## src/rtl/wide_add_seq.sv

```systemverilog
// Multi-cycle WORDS x 16-bit add/subtract sequencer, one slice per cycle, LSB first.
// Optional signed-overflow flag is built only when WIDE_ADD_OVF_EN is defined.
module wide_add_seq #(
  parameter int WORDS = 4
) (
  input  logic                clk,
  input  logic                rst_n,
  input  logic                in_valid,
  output logic                in_ready,
  input  logic [16*WORDS-1:0] op_a,
  input  logic [16*WORDS-1:0] op_b,
  input  logic                sub,
  output logic                out_valid,
  input  logic                out_ready,
  output logic [16*WORDS-1:0] result,
  output logic                carry_out,
  output logic                overflow
);

  localparam int W  = 16 * WORDS;
  localparam int KW = (WORDS > 1) ? $clog2(WORDS) : 1;
  localparam logic [KW-1:0] K_LAST = KW'(WORDS - 1);

  typedef enum logic [1:0] {IDLE, RUN, DONE} state_t;

  state_t        state, state_next;
  logic [KW-1:0] k;
  logic          carry;
  logic [W-1:0]  a_q, b_q;
  logic [15:0]   a_slice, b_slice;
  logic [16:0]   slice_sum;
  logic          accept, last;

  assign accept    = in_valid && (state == IDLE);
  assign last      = (k == K_LAST);
  assign a_slice   = a_q[k*16 +: 16];
  assign b_slice   = b_q[k*16 +: 16];
  assign slice_sum = {1'b0, a_slice} + {1'b0, b_slice} + {16'd0, carry};

  always_ff @(posedge clk or negedge rst_n) begin
    if (!rst_n) state <= IDLE;
    else        state <= state_next;
  end

  always_comb begin
    state_next = state;
    in_ready   = 1'b0;
    out_valid  = 1'b0;
    case (state)
      IDLE: begin
        in_ready = 1'b1;
        if (in_valid) state_next = RUN;
      end
      RUN: begin
        if (last) state_next = DONE;
      end
      DONE: begin
        out_valid = 1'b1;
        if (out_ready) state_next = IDLE;
      end
      default: state_next = IDLE;
    endcase
  end

  // Operands are plain data holding registers; subtraction stores ~B and seeds carry with 1.
  always_ff @(posedge clk) begin
    if (accept) begin
      a_q <= op_a;
      b_q <= sub ? ~op_b : op_b;
    end
  end

  always_ff @(posedge clk or negedge rst_n) begin
    if (!rst_n) begin
      k         <= '0;
      carry     <= 1'b0;
      result    <= '0;
      carry_out <= 1'b0;
    end else if (accept) begin
      k     <= '0;
      carry <= sub;
    end else if (state == RUN) begin
      result[k*16 +: 16] <= slice_sum[15:0];
      carry              <= slice_sum[16];
      k                  <= last ? '0 : k + 1'b1;
      if (last) carry_out <= slice_sum[16];
    end
  end

`ifdef WIDE_ADD_OVF_EN
  logic ovf_q;

  // On the final slice, slice_sum[15] is the new result MSB.
  always_ff @(posedge clk or negedge rst_n) begin
    if (!rst_n) begin
      ovf_q <= 1'b0;
    end else if (state == RUN && last) begin
      ovf_q <= (a_q[W-1] == b_q[W-1]) && (slice_sum[15] != a_q[W-1]);
    end
  end

  assign overflow = ovf_q;
`else
  assign overflow = 1'b0;
`endif

endmodule

```

## config.mk

```make
export PLATFORM = sky130hd
export DESIGN_NAME = wide_add_seq
export DESIGN_NICKNAME = d
export VERILOG_FILES = /design/src/rtl/wide_add_seq.sv
export SDC_FILE = /design/constraint.sdc
export NUM_CORES = 1
export LEC_CHECK = 0
export ABC_AREA = 1
export CORE_ASPECT_RATIO = 0.7
export CORE_MARGIN = 3
export CORE_UTILIZATION = 53
export CTS_BUF_LIST = sky130_fd_sc_hd__clkbuf_8
export CTS_CLUSTER_SIZE = 24
export DETAILED_ROUTE_END_ITERATION = 7
export PLACE_DENSITY = 0.83
export RECOVER_POWER = 50
export SYNTH_ARGS = -nofsm -noshare
export SYNTH_HDL_FRONTEND = slang
export SYNTH_SLANG_ARGS = --single-unit
```

## constraint.sdc

```tcl
create_clock -name clk -period 5 [get_ports clk]
set_input_delay 1 -clock clk [delete_from_list [all_inputs] [get_ports clk]]
set_output_delay 1 -clock clk [all_outputs]
set_load 0.02 [all_outputs]
```

# Yosys cells after proc, flatten, opt, wreduce, memory -nomap -nowiden
# Index checks and enable logic that the tools add are counted.
dict set report word_totals {
  register_bits 198
  inputBits 133
  out_inout_bits 68
  wordCells 42
}
dict set report op_classes {
  addsub 4
  eq_ne 6
  n_shift 4
  mux 13
  bitwise 2
  reduce_logical 6
}
# cell count
set ops {}
lappend ops {{$shiftx 64x7->16} 2}
lappend ops {{$bwmux 64} 1}
lappend ops {{$mux 64} 1}
lappend ops {{$not 64->64} 1}
lappend ops {{$shift 16x34->64 const A} 1}
lappend ops {{$shiftx 16x34->64} 1}
lappend ops {{$neg 6->34} 1}
lappend ops {{$add 16x16->17} 1}
lappend ops {{$add 17x1->17} 1}
lappend ops {{$mux 2} 6}
lappend ops {{$ne 2x2->1 const B} 3}
lappend ops {{$pmux 2 s3} 1}
lappend ops {{$reduce_and 3->1} 2}
lappend ops {{$eq 2x2->1 const B} 2}
lappend ops {{$mux 1} 4}
lappend ops {{$add 2x1->2 const B} 1}
lappend ops {{$eq 2x1->1 const B} 1}
lappend ops {{$logic_not 2->1} 1}
lappend ops {{$reduce_and 2->1} 1}
lappend ops {{$reduce_bool 2->1} 1}
lappend ops {{$logic_and 1x1->1} 1}
lappend ops {{$not 1->1} 1}

# Logic depth before layout (Yosys ltp)
dict set report depth {
  ltp_word 5
  depth_mapped 17
  depth_no_buf 14
}

# Worst setup path after synthesis
# Ideal clock, no wire load.
dict set report synth_path {
  path_kind {input -> register}
  from {input in_valid}
  to {register carry}
  setup_ns 0.124
  arrival_time_ns 4.251
  t_required_ns 4.876
  slack_ns 0.625
  path_stages 5
  n_path_buf 0
  path_cell_list {nand2_1 inv_1 nor2_1 a22o_1 o21bai_1}
}
dict set report synth_between {
  elab_chain_cells 2
  word_cells_on_any_way 3
}
# item line_no
set synth_lines {}
lappend synth_lines {{start, declared} 8} ;# input logic in_valid,
lappend synth_lines {{$logic_and 1x1->1 *} 34} ;# assign accept = in_valid && (state == IDLE);
lappend synth_lines {{named net accept} 32} ;# logic accept, last;
lappend synth_lines {{$mux 1 or $reduce_bool 2->1 (tied branches)} --}
lappend synth_lines {{end signal, assigned} 81} ;# carry <= sub;
lappend synth_lines {{end signal, assigned} 84} ;# carry <= slice_sum[16];
lappend synth_lines {{end, declared} 28} ;# logic carry;
# The timed path passes the listed nets; every way through them passes the cells marked *.
# A chain may end at the register's enable or synchronous reset.

# Worst setup path in the final report
dict set report layout_path {
  from {input in_valid}
  to {register b_q[21], enable pin}
}
dict set report layout_between {
  elab_chain_cells 1
}
# item line_no
set layout_lines {}
lappend layout_lines {{$logic_and 1x1->1} 34}
lappend layout_lines {{named net accept} 32}
lappend layout_lines {{end signal, assigned} 69} ;# b_q <= sub ? ~op_b : op_b;
lappend layout_lines {{end, declared} 29} ;# logic [W-1:0] a_q, b_q;
# The timed path passes the listed nets, and every way through them passes these cells.

==> impl_metrics.env <==
export IMPL_status="complete, but fails checks"
export IMPL_failed_checks="max-capacitance violations, max-slew violations"
export IMPL_multi_input_area_mm2=0.00322
export IMPL_grt_pass1_vias=6750
export IMPL_r2r_start="k[0]"
export IMPL_r2r_end="result[24]"
export IMPL_max_freq_mhz=248
export IMPL_h_tree_depth=4
export IMPL_maxCapViolations=2
export IMPL_slowest_delay_ns=1.66
export IMPL_n_fill_cell=1195
export IMPL_peakVddDrop_mv=0.360
export IMPL_synth_seq_cells=198
export IMPL_regArea_mm2=0.00560
export IMPL_grt_first_pass_wirelength_um=35800
export IMPL_clk_path_buf_depth=2
export IMPL_period_share=0.806
export IMPL_yosysTopAreaCell="edfxtp_1"
export IMPL_synth_edf_count=128
export IMPL_initialDrtViolationCount=644
export IMPL_cts_resized=0
export IMPL_syn_cell_area_mm2=0.00918
export IMPL_clock_sinks=198
export IMPL_cp_endpoint="b_q[21]"
export IMPL_crit_family="buffers and inverters"
export IMPL_synth_async_reset_ratio=0.354
export IMPL_synth_yosys_seq_area_share=0.609
export IMPL_synth_top_area_share=0.419
export IMPL_wire_per_inst_um=17.5
export IMPL_rows=39
export IMPL_finalSetupTns_ns=0
export IMPL_dieWidth_um=163
export IMPL_dieArea_mm2=0.0190
export IMPL_power_share_clock=0.119
export IMPL_gp_congestion=0.926
export IMPL_drc=0
export IMPL_avgSynthCellArea_um2=10.7
export IMPL_p_int_mw=4.13
export IMPL_layout_cells_non_filler=1284
export IMPL_place_inst=1251
export IMPL_power_switching_mw=3.81
export IMPL_drt_wl_total_um=22400
export IMPL_cts_buffers_inserted=17
export IMPL_rsz0062_at_grt="no"
export IMPL_synthFlopType="edfxtp_1"
export IMPL_critPathArrivalTime_ns=4.21
export IMPL_die_y_um=116
export IMPL_grt_max_degree=78
export IMPL_finalCriticalPeriod_ns=4.03
export IMPL_reg2reg_slack_ns=1.12
export IMPL_tritoncts="built"
export IMPL_clk_latency_ns=0.48
export IMPL_hold_class="register to register"
export IMPL_antenna_found_initial=1
export IMPL_yosys_warnings=0
export IMPL_seqPwrFrac=0.317
export IMPL_hpwl_um=16200
export IMPL_path_max_fanout=77
export IMPL_grt_overflow_total=0
export IMPL_clk_pin_slew_ns=0.10
export IMPL_slew_headroom=-0.474
export IMPL_post_cts_setup_buffers=0
export IMPL_grt_use_total=0.246
export IMPL_hold_violations=0
export IMPL_worstSetupEndpointType="register"
export IMPL_setup_violations=0
export IMPL_skew_ns=0.0142
export IMPL_crit_start="in_valid"
export IMPL_holdPathStages=2
export IMPL_initial_utilization=0.552
export IMPL_firstDrtPassIters=5
export IMPL_worst_path_buf_inv=3
export IMPL_crit_chain="dlygate4sd3_1 -> nand2_1 -> clkinvlp_2 -> buf_12"
export IMPL_ant_nets=0
export IMPL_layout_drive_gt1_share=0.0699
export IMPL_drt_vias_per_instance=5.41
export IMPL_swShare=0.480
export IMPL_cts_root_buf="clkbuf_8"
export IMPL_drv_slew=120
export IMPL_synth_area_leaders="edfxtp_1 42%, dfrtp_1 19%, nand2_1 7.8%, xor2_1 6.5%, o21ai_0 4.3%"
export IMPL_r2r_cells=14
export IMPL_required_ns=5.18
export IMPL_pwr_share_comb=0.564
export IMPL_tightest_slew_ns=2.20
export IMPL_p_leak_nw=4.82
export IMPL_syn_nets=1017
export IMPL_synth_cells=861
export IMPL_critPathLaunchType="input port"
export IMPL_crit_slowest_cell="clkinvlp_2"
export IMPL_num_vias=6943
export IMPL_core_area_mm2=0.0166
export IMPL_portBuffers=199
export IMPL_p_per_area_mw_per_mm2=679
export IMPL_crit_type="input port to register"
export IMPL_nets=1201
export IMPL_holdBufCountCts=0
export IMPL_min_delay_start="result[46]"
export IMPL_io_pin_count=201
export IMPL_path_depth=4
export IMPL_yosysUniqueCellTypes=40
export IMPL_area_growth_pct=27.2
-- power groups by stage --
stage / Combinational [mW] / Sequential, mW / Clock [mW]
3_5_place_dp: 4.43 / 2.53 / 0
4_1_cts: 4.45 / 2.50 / 0.963
3_3_place_gp: 4.34 / 2.52 / 0
6_report: 4.48 / 2.51 / 0.946
5_1_grt: 4.96 / 2.56 / 1.02
2_1_floorplan: 2.77 / 2.69 / 0
-- worst min path at each step --
stage / end / slack [ns]
global placement: result[41] / 0.47
CTS: result[13] / 0.42
detailed placement: result[9] / 0.47
global route: result[61] / 0.51
floorplan: state[1] / 0.49
finish: result[46] / 0.49
-- per-layer routing --
metal	global-route usage	wire, um	part of all wire	vias up
li1	-	-	-	3287
met1	0.368	9960	0.44	3277
met2	0.362	9870	0.44	348
met3	0.0631	2280	0.10	31
met4	0.0682	323	0.014	0
met5	0	0	0	-
-- flip-flops by register name, indices dropped and copies added, names as in the netlist --
name and flops:
result 64, state 2, a_q 64, k 2, carry_out 1, b_q 64
carry 1
-- stage by stage --
step / setup WS (ns) / hold slack, ns / total power, mW / util / instance area, um^2
6_report: 0.968 / 0.488 / 7.93 / 0.702 / 11700
5_1_grt: 0.480 / 0.511 / 8.54 / 0.702 / 11700
4_1_cts: 1.14 / 0.422 / 7.91 / 0.702 / 11700
3_5_place_dp: 1.19 / 0.472 / 6.96 / 0.681 / 11300
3_3_place_gp: 1.33 / 0.465 / 6.87 / 0.681 / 11300
2_1_floorplan: 0.625 / 0.494 / 5.46 / - / 9180
-- layout make-up --
| class | count | share of cell area |
|---|---|---|
| Inverter | 50 | 0.0162 |
| Antenna cell | 1 | 0.000214 |
| Clock buffer | 17 | 0.0200 |
| Timing Repair Buffer | 205 | 0.174 |
| Multi-Input combinational cell | 573 | 0.276 |
| Sequential cell | 198 | 0.479 |
| Tap cell | 225 | 0.0241 |
| Clock inverter | 15 | 0.0104 |
-- cell usage after synthesis (2+ instances only) --
cell type	instances
a21oi_1	11
a22o_1	6
a32o_1	2
buf_1	3
buf_2	15
buf_4	3
clkbuf_1	19
dfrtp_1	70
edfxtp_1	128
fa_1	2
ha_1	21
inv_1	41
inv_2	9
nand2_1	190
nand2_2	8
nand2_4	2
nand3_1	21
nand4_1	16
nor2_1	79
nor2_2	4
nor2_8	2
nor3_1	2
o21ai_0	78
o21ai_1	9
o22ai_1	32
o31ai_1	4
xnor2_1	3
xor2_1	68
xor2_2	2
-- worst reg2reg max path, cell delays in order, from the launching register on --
cell	delay (ns)
dfrtp_2	0.96
inv_2	0.57
o21ai_0	0.32
o22ai_1	0.12
fa_1	0.44
fa_1	0.45
nand3_1	0.11
nand3_1	0.14
nand2_1	0.12
nand2_2	0.06
xor2_2	0.15
nand2_1	0.10
nor2_2	0.14
nand2_1	0.07
nand2_1	0.07
-- logic make-up after synthesis --
family | synth area share
other | 0.000408
flip-flops | 0.609
AND/OR/NAND/NOR | 0.159
XOR/XNOR | 0.0713
adder cells (fa/ha/maj) | 0.0330
buffers and inverters | 0.0401
AO/OA/AOI/OAI | 0.0872
-- cell usage in the layout (no fill, tap or decap), types with 32 or more instances in the layout --
master and instances:
o22ai_1 32, nand2_1 190, inv_1 40, edfxtp_1 128
o21ai_0 78, clkdlybuf4s50_1 132, xor2_1 68, nor2_1 79
dlygate4sd3_1 65, dfrtp_1 69
(Power assumes the default switching activity.)
